[config.mk]
export PLATFORM = sky130hd
export DESIGN_NAME = srt4_ctrl_flat
export DESIGN_NICKNAME = d
export VERILOG_FILES = /design/src/rtl/srt4_ctrl_if.sv /design/src/rtl/srt4_ctrl.sv /design/src/flat_wrapper.sv
export SDC_FILE = /design/constraint.sdc
export NUM_CORES = 1
export LEC_CHECK = 0
export ABC_AREA = 1
export BUFFER_PORTS_ARGS = -buffer_cell sky130_fd_sc_hd__buf_2
export CORE_UTILIZATION = 35
export DETAILED_ROUTE_END_ITERATION = 8
export PLACE_DENSITY = 0.69
export SLEW_MARGIN = 25
export SYNTH_ARGS = -nofsm -noshare
export SYNTH_HDL_FRONTEND = slang
export SYNTH_SLANG_ARGS = --single-unit
[constraint.sdc]
create_clock -name clk -period 2.15 [get_ports clk]
set_input_delay 0.3225 -clock clk [delete_from_list [all_inputs] [get_ports clk]]
set_output_delay 0.3225 -clock clk [all_outputs]
set_load 0.03 [all_outputs]
[src/rtl/srt4_ctrl_if.sv]
// Signal bundle between the SRT radix-4 divider controller (master) and its datapath (slave).
// The divide-by-zero pair m_zero/dz exists only when SRT4_DIVZERO_EN is defined.
interface srt4_ctrl_if #(
    parameter int W = 8
);
    localparam int KW = $clog2(W);

    logic          start;
    logic          m_msb;
    logic [3:0]    p_top;
    logic          p_sign;
    logic          ld_a;
    logic          ld_m;
    logic          sh_norm;
    logic          sh2;
    logic          add_en;
    logic          sub_en;
    logic          sel_2m;
    logic          ld_q;
    logic [2:0]    q_digit;
    logic          corr_en;
    logic          denorm_en;
    logic [KW-1:0] k;
    logic          busy;
    logic          done;
`ifdef SRT4_DIVZERO_EN
    logic          m_zero;
    logic          dz;
`endif

    modport master (
        input  start, m_msb, p_top, p_sign,
`ifdef SRT4_DIVZERO_EN
        input  m_zero,
        output dz,
`endif
        output ld_a, ld_m, sh_norm, sh2, add_en, sub_en, sel_2m,
        output ld_q, q_digit, corr_en, denorm_en, k, busy, done
    );

    modport slave (
        output start, m_msb, p_top, p_sign,
`ifdef SRT4_DIVZERO_EN
        output m_zero,
        input  dz,
`endif
        input  ld_a, ld_m, sh_norm, sh2, add_en, sub_en, sel_2m,
        input  ld_q, q_digit, corr_en, denorm_en, k, busy, done
    );
endinterface

[src/rtl/srt4_ctrl.sv]
// Sequencing FSM for an SRT radix-4 divider: load, normalize, W/2 digit iterations, correct, denormalize.
// Optional divide-by-zero early exit is enabled by defining SRT4_DIVZERO_EN.
module srt4_ctrl #(
    parameter int W = 8
) (
    input  logic       clk,
    input  logic       rst,
    srt4_ctrl_if.master bus
);
    localparam int KW = $clog2(W);

    localparam logic [2:0] S_IDLE   = 3'd0;
    localparam logic [2:0] S_LOAD   = 3'd1;
    localparam logic [2:0] S_NORM   = 3'd2;
    localparam logic [2:0] S_ITER   = 3'd3;
    localparam logic [2:0] S_CORR   = 3'd4;
    localparam logic [2:0] S_DENORM = 3'd5;
    localparam logic [2:0] S_DONE   = 3'd6;

    localparam logic [KW-1:0] K_ZERO    = {KW{1'b0}};
    localparam logic [KW-1:0] K_ONE     = KW'(1);
    localparam logic [KW-1:0] K_MAX     = KW'(W - 1);
    localparam logic [KW-1:0] ITER_LAST = KW'(W / 2 - 1);

    logic [2:0]    state_q, state_d;
    logic [KW-1:0] k_q, k_d;
    logic [KW-1:0] cnt_q, cnt_d;
    logic          div_zero_s;
    logic          norm_shift_s;
    logic [2:0]    digit_s;

    // Quotient digit from the truncated remainder estimate, two's complement -2..+2.
    function automatic logic [2:0] sel_digit(input logic [3:0] p);
        logic signed [3:0] ps;
        ps = signed'(p);
        if (ps >= 4'sd2)         sel_digit = 3'b010;
        else if (ps == 4'sd1)    sel_digit = 3'b001;
        else if (ps >= -4'sd1)   sel_digit = 3'b000;
        else if (ps == -4'sd2)   sel_digit = 3'b111;
        else                     sel_digit = 3'b110;
    endfunction

`ifdef SRT4_DIVZERO_EN
    logic dz_q, dz_d;
    // k is still zero only in the first NORM cycle, which is where a zero divisor is trapped.
    assign div_zero_s = (state_q == S_NORM) && bus.m_zero && (k_q == K_ZERO);
    assign dz_d       = div_zero_s;
`else
    assign div_zero_s = 1'b0;
`endif

    assign norm_shift_s = (state_q == S_NORM) && !bus.m_msb && (k_q != K_MAX) && !div_zero_s;
    assign digit_s      = sel_digit(bus.p_top);
    assign bus.k        = k_q;

    // Next-state, normalization count and iteration count.
    always_comb begin
        state_d = state_q;
        k_d     = k_q;
        cnt_d   = cnt_q;
        case (state_q)
            S_IDLE: begin
                if (bus.start) state_d = S_LOAD;
                else           state_d = S_IDLE;
            end
            S_LOAD: begin
                k_d     = K_ZERO;
                cnt_d   = K_ZERO;
                state_d = S_NORM;
            end
            S_NORM: begin
                if (div_zero_s)        state_d = S_DONE;
                else if (norm_shift_s) k_d     = k_q + K_ONE;
                else                   state_d = S_ITER;
            end
            S_ITER: begin
                cnt_d = cnt_q + K_ONE;
                if (cnt_q == ITER_LAST) state_d = S_CORR;
                else                    state_d = S_ITER;
            end
            S_CORR:   state_d = S_DENORM;
            S_DENORM: state_d = S_DONE;
            S_DONE:   state_d = S_IDLE;
            default:  state_d = S_IDLE;
        endcase
    end

    // Strobe decode: each strobe is zero outside the state that owns it.
    always_comb begin
        bus.ld_a      = 1'b0;
        bus.ld_m      = 1'b0;
        bus.sh_norm   = 1'b0;
        bus.sh2       = 1'b0;
        bus.add_en    = 1'b0;
        bus.sub_en    = 1'b0;
        bus.sel_2m    = 1'b0;
        bus.ld_q      = 1'b0;
        bus.q_digit   = 3'b000;
        bus.corr_en   = 1'b0;
        bus.denorm_en = 1'b0;
        bus.busy      = 1'b0;
        bus.done      = 1'b0;
`ifdef SRT4_DIVZERO_EN
        bus.dz        = 1'b0;
`endif
        case (state_q)
            S_IDLE: bus.busy = 1'b0;
            S_LOAD: begin
                bus.ld_a = 1'b1;
                bus.ld_m = 1'b1;
                bus.busy = 1'b1;
            end
            S_NORM: begin
                bus.sh_norm = norm_shift_s;
                bus.busy    = 1'b1;
            end
            S_ITER: begin
                bus.sh2     = 1'b1;
                bus.ld_q    = 1'b1;
                bus.q_digit = digit_s;
                bus.add_en  = digit_s[2];
                bus.sub_en  = !digit_s[2] && (digit_s != 3'b000);
                bus.sel_2m  = (digit_s == 3'b010) || (digit_s == 3'b110);
                bus.busy    = 1'b1;
            end
            S_CORR: begin
                bus.corr_en = bus.p_sign;
                bus.busy    = 1'b1;
            end
            S_DENORM: begin
                bus.denorm_en = 1'b1;
                bus.busy      = 1'b1;
            end
            S_DONE: begin
                bus.done = 1'b1;
`ifdef SRT4_DIVZERO_EN
                bus.dz   = dz_q;
`endif
            end
            default: bus.busy = 1'b0;
        endcase
    end

    // State and counter registers with synchronous reset.
    always_ff @(posedge clk) begin
        if (rst) begin
            state_q <= S_IDLE;
            k_q     <= K_ZERO;
            cnt_q   <= K_ZERO;
`ifdef SRT4_DIVZERO_EN
            dz_q    <= 1'b0;
`endif
        end else begin
            state_q <= state_d;
            k_q     <= k_d;
            cnt_q   <= cnt_d;
`ifdef SRT4_DIVZERO_EN
            dz_q    <= dz_d;
`endif
        end
    end
endmodule
[src/flat_wrapper.sv]
// flat-port wrapper written by rule: the top's interface ports become plain ports
module srt4_ctrl_flat 
#(
    parameter int W = 8
)
  (clk, rst, bus_start, bus_m_msb, bus_p_top, bus_p_sign, bus_ld_a, bus_ld_m, bus_sh_norm, bus_sh2, bus_add_en, bus_sub_en, bus_sel_2m, bus_ld_q, bus_q_digit, bus_corr_en, bus_denorm_en, bus_k, bus_busy, bus_done);
  srt4_ctrl_if #(.W(W)) bus_i ();
  input  logic clk;
  input  logic rst;
  input wire logic [$bits(bus_i.start)-1:0] bus_start;
  input wire logic [$bits(bus_i.m_msb)-1:0] bus_m_msb;
  input wire logic [$bits(bus_i.p_top)-1:0] bus_p_top;
  input wire logic [$bits(bus_i.p_sign)-1:0] bus_p_sign;
  output wire logic [$bits(bus_i.ld_a)-1:0] bus_ld_a;
  output wire logic [$bits(bus_i.ld_m)-1:0] bus_ld_m;
  output wire logic [$bits(bus_i.sh_norm)-1:0] bus_sh_norm;
  output wire logic [$bits(bus_i.sh2)-1:0] bus_sh2;
  output wire logic [$bits(bus_i.add_en)-1:0] bus_add_en;
  output wire logic [$bits(bus_i.sub_en)-1:0] bus_sub_en;
  output wire logic [$bits(bus_i.sel_2m)-1:0] bus_sel_2m;
  output wire logic [$bits(bus_i.ld_q)-1:0] bus_ld_q;
  output wire logic [$bits(bus_i.q_digit)-1:0] bus_q_digit;
  output wire logic [$bits(bus_i.corr_en)-1:0] bus_corr_en;
  output wire logic [$bits(bus_i.denorm_en)-1:0] bus_denorm_en;
  output wire logic [$bits(bus_i.k)-1:0] bus_k;
  output wire logic [$bits(bus_i.busy)-1:0] bus_busy;
  output wire logic [$bits(bus_i.done)-1:0] bus_done;
  assign bus_i.start = bus_start;
  assign bus_i.m_msb = bus_m_msb;
  assign bus_i.p_top = bus_p_top;
  assign bus_i.p_sign = bus_p_sign;
  assign bus_ld_a = bus_i.ld_a;
  assign bus_ld_m = bus_i.ld_m;
  assign bus_sh_norm = bus_i.sh_norm;
  assign bus_sh2 = bus_i.sh2;
  assign bus_add_en = bus_i.add_en;
  assign bus_sub_en = bus_i.sub_en;
  assign bus_sel_2m = bus_i.sel_2m;
  assign bus_ld_q = bus_i.ld_q;
  assign bus_q_digit = bus_i.q_digit;
  assign bus_corr_en = bus_i.corr_en;
  assign bus_denorm_en = bus_i.denorm_en;
  assign bus_k = bus_i.k;
  assign bus_busy = bus_i.busy;
  assign bus_done = bus_i.done;
  srt4_ctrl #(.W(W)) u_core (.clk(clk), .rst(rst), .bus(bus_i));
endmodule
==> results.tsv <==
stage	metric	value	unit
clocking	clk-insertion-delay-late	0.27	ns
global_route	maximum_number_of_pins_on_one_net_before_global_route_repair	8	
routing	drt-wirelength-per-cell	9.691	um
clocking	cts_max_level	1	
clocking	clk_root_buffer_cell	clkbuf_4	
status	run_status	finished, violations left	
floorplanning	floorplan.die.height	43.64	um
timing	timing.max_slew.rel_slack	73.45	%
logic_synthesis	syn_avg_cell_area	6.321	um^2
clocking	ctsHoldBuffers	0	
worst_setup_path	critPathKind	reg -> out	
logic_synthesis	syn_inst	96	
clocking	cts_post_setup_buffers_inserted	0	
logic_synthesis	synth_fp_nets	109	
timing	maxClockFrequency	0.5435	GHz
run	maxCapViolCount	0	
worst_setup_path	r2r_cells	6	
power_and_ir_drop	post-layout-total-power	0.0006335	W
cells_and_area	synthToLayoutAreaGrowth	25.36	%
hold_path	holdCritPathClass	in -> reg	
timing	timing.final.ws_setup	0.3101	ns
cells_and_area	drive_above_1_share	30.89	%
placement	quantity_of_i_o_buffers_inserted_on_ports	26	
cells_and_area	num_antenna_cells	0	
floorplanning	dieArea	1904	um^2
floorplanning	num_io_pins	27	
logic_synthesis	ys_warn_count	0	
global_route	grt_pass1_wl	2083	um
timing	setup_repair_after_global_routing_missed_its_margin	no	
logic_synthesis	synth_cell_types	15	
clocking	cts_tree	done	
global_route	globalRouteTotalUtil	15.25	%
worst_setup_path	start_kind	flop	
floorplanning	dieWidth	43.64	um
clocking	cts.path.max_buffers	2	
routing	route.antenna.remaining_nets	0	
routing	dr.first_iter.drc_count	11	
logic_synthesis	synth_sequential_area_ratio	29.69	%
logic_synthesis	yosys.area.top_type	dfxtp_1	
logic_synthesis	synth_top_cell_area_share	29.69	%
global_route	grt_pass1_vias	524	
power_and_ir_drop	vdd.ir_drop.worst	453.0	uV
floorplanning	core_region_area	1559	um^2
timing	period_share	85.57	%
placement	dp_slack	0.5941	ns
global_route	initial_antenna_violation_count	0	
routing	num_vias	660	
logic_synthesis	synth.cell_area	606.8	um^2
logic_synthesis	netlist_top_cells_area	dfxtp_1 (30%), nand2_1 (11%), inv_1 (9.3%), nor2_1 (9.3%), a21oi_1 (8.2%)	
worst_setup_path	timing.critical_path.required	1.83	ns
clocking	worst_setup_hold_path_clk_slew	0.06	ns
placement	gp_congestion	0.8207	
placement	dp.final_hpwl	1119	um
cells_and_area	nNetsFinal	137	
clocking	cts_buffers	3	
worst_setup_path	crit_fanout	7	
timing	finalSetupViolations	0	
routing	drtPass1Iterations	6	
global_route	overflow	0	
routing	route.detailed.drc	2	
cells_and_area	fill_cells	170	
cells_and_area	multiInputGateArea	332.8	um^2
timing	drv_slew	0	
timing	tightestPinTransition	0.3940	ns
power_and_ir_drop	leakage	0.4368	nW
clocking	cts_resized	0	
clocking	tritoncts_num_sinks	9	
floorplanning	rows	14	
routing	routed_via_density	4.748	
worst_setup_path	critPathCaptureType	primary output	
timing	setup_tns	0	ns
power_and_ir_drop	cellPowerDensity	832.8	nW/um^2
floorplanning	initial_utilization	38.92	%
timing	report.final.hold_viol_count	0	
routing	route.final.wire_length	1347	um
worst_setup_path	critPathArrivalTime	1.52	ns
timing	largest_clock_skew_in_the_final_design	0.001283	ns
hold_path	worstHoldPathCells	2	
timing	min_period	1.840	ns
status	violated_checks	design-rule violations	
cells_and_area	register_area	180.2	um^2
logic_synthesis	ys_seq_elements	9	
==> cells in the final DEF, fill, tap and decap left out, drive strengths merged <==
| cell type | n |
|---|---|
| a21oi | 10 |
| buf | 26 |
| clkbuf | 4 |
| dfxtp | 9 |
| ha | 4 |
| inv | 19 |
| nand2 | 20 |
| nand3 | 8 |
| nor2 | 16 |
| nor3 | 1 |
| o21a | 1 |
| o21ai | 5 |
==> per-layer routing <==
metal	GRT usage [%]	vias up	share of wire [%]
li1	-	352	-
met4	11.25	0	3.3
met3	3.750	5	5.1
met2	24.18	20	49
met5	0	-	0
met1	17.65	283	43
==> cells by family (layout without fill, tap and decap cells) <==
family | after synthesis | in the layout | synth area share (%)
compound gates | 16 | 16 | 13.61
fa+ha+maj | 4 | 4 | 8.248
buf+inv | 22 | 49 | 15.46
flops | 9 | 9 | 29.69
simple gates | 45 | 45 | 32.99
==> report_power, final <==
part           switching [W]  total (W)  internal (W)  leakage (nW)
sequential         0.0000250   0.000216      0.000191        0.0734
clock              0.0000662   0.000138     0.0000720        0.0150
combinational       0.000194   0.000280     0.0000858         0.348
==> layout make-up <==
class | instances | share of cell area (%)
Clock buffer | 4 | 3.454
Inverter | 19 | 9.375
Multi-Input combinational cell | 65 | 43.75
Sequential cell | 9 | 23.68
Tap cell | 16 | 2.632
Timing Repair Buffer | 26 | 17.11
==> per-stage QoR <==
stage,instances,hold WS [ns],area (um^2),utilization [%]
floorplan,96,0.3916,606.8,-
global placement,135,0.4556,734.5,47.11
detailed placement,135,0.4625,734.5,47.11
CTS,139,0.2784,760.7,48.80
global route,139,0.2767,760.7,48.80
finish,139,0.2681,760.7,48.80
==> flip-flops by register name, summed over array words and instances (netlist names) <==
register        cells
u_core.bus.k        3
u_core.cnt_q        3
u_core.state_q      3
==> final timing paths <==
check	to	start	slack, ns
max	bus_sh_norm	u_core.bus.k[0]	0.31
min	u_core.cnt_q[2]	rst	0.27
max reg2reg	u_core.bus.k[0]	u_core.bus.k[0]	0.85
min reg2reg	u_core.cnt_q[1]	u_core.cnt_q[1]	0.47
==> worst max-delay path, stage by stage (launching register included) <==
cell and delay, ns:
dfxtp_1 0.33, ha_1 0.20, ha_1 0.17, nor2_1 0.11, nand3_2 0.16, inv_2 0.09
buf_2 0.19
==> Yosys cell counts <==
cell type and instances:
nand2_2 3, nor3_1 1, buf_4 3, nor2_4 1, nor2_1 15, nand3_2 1, inv_1 15, nand3_1 7
ha_1 4, a21oi_1 10, nand2_1 17, dfxtp_1 9, o21ai_0 5, o21a_1 1, inv_2 4
Note: power is estimated with default switching activity, not from simulation.
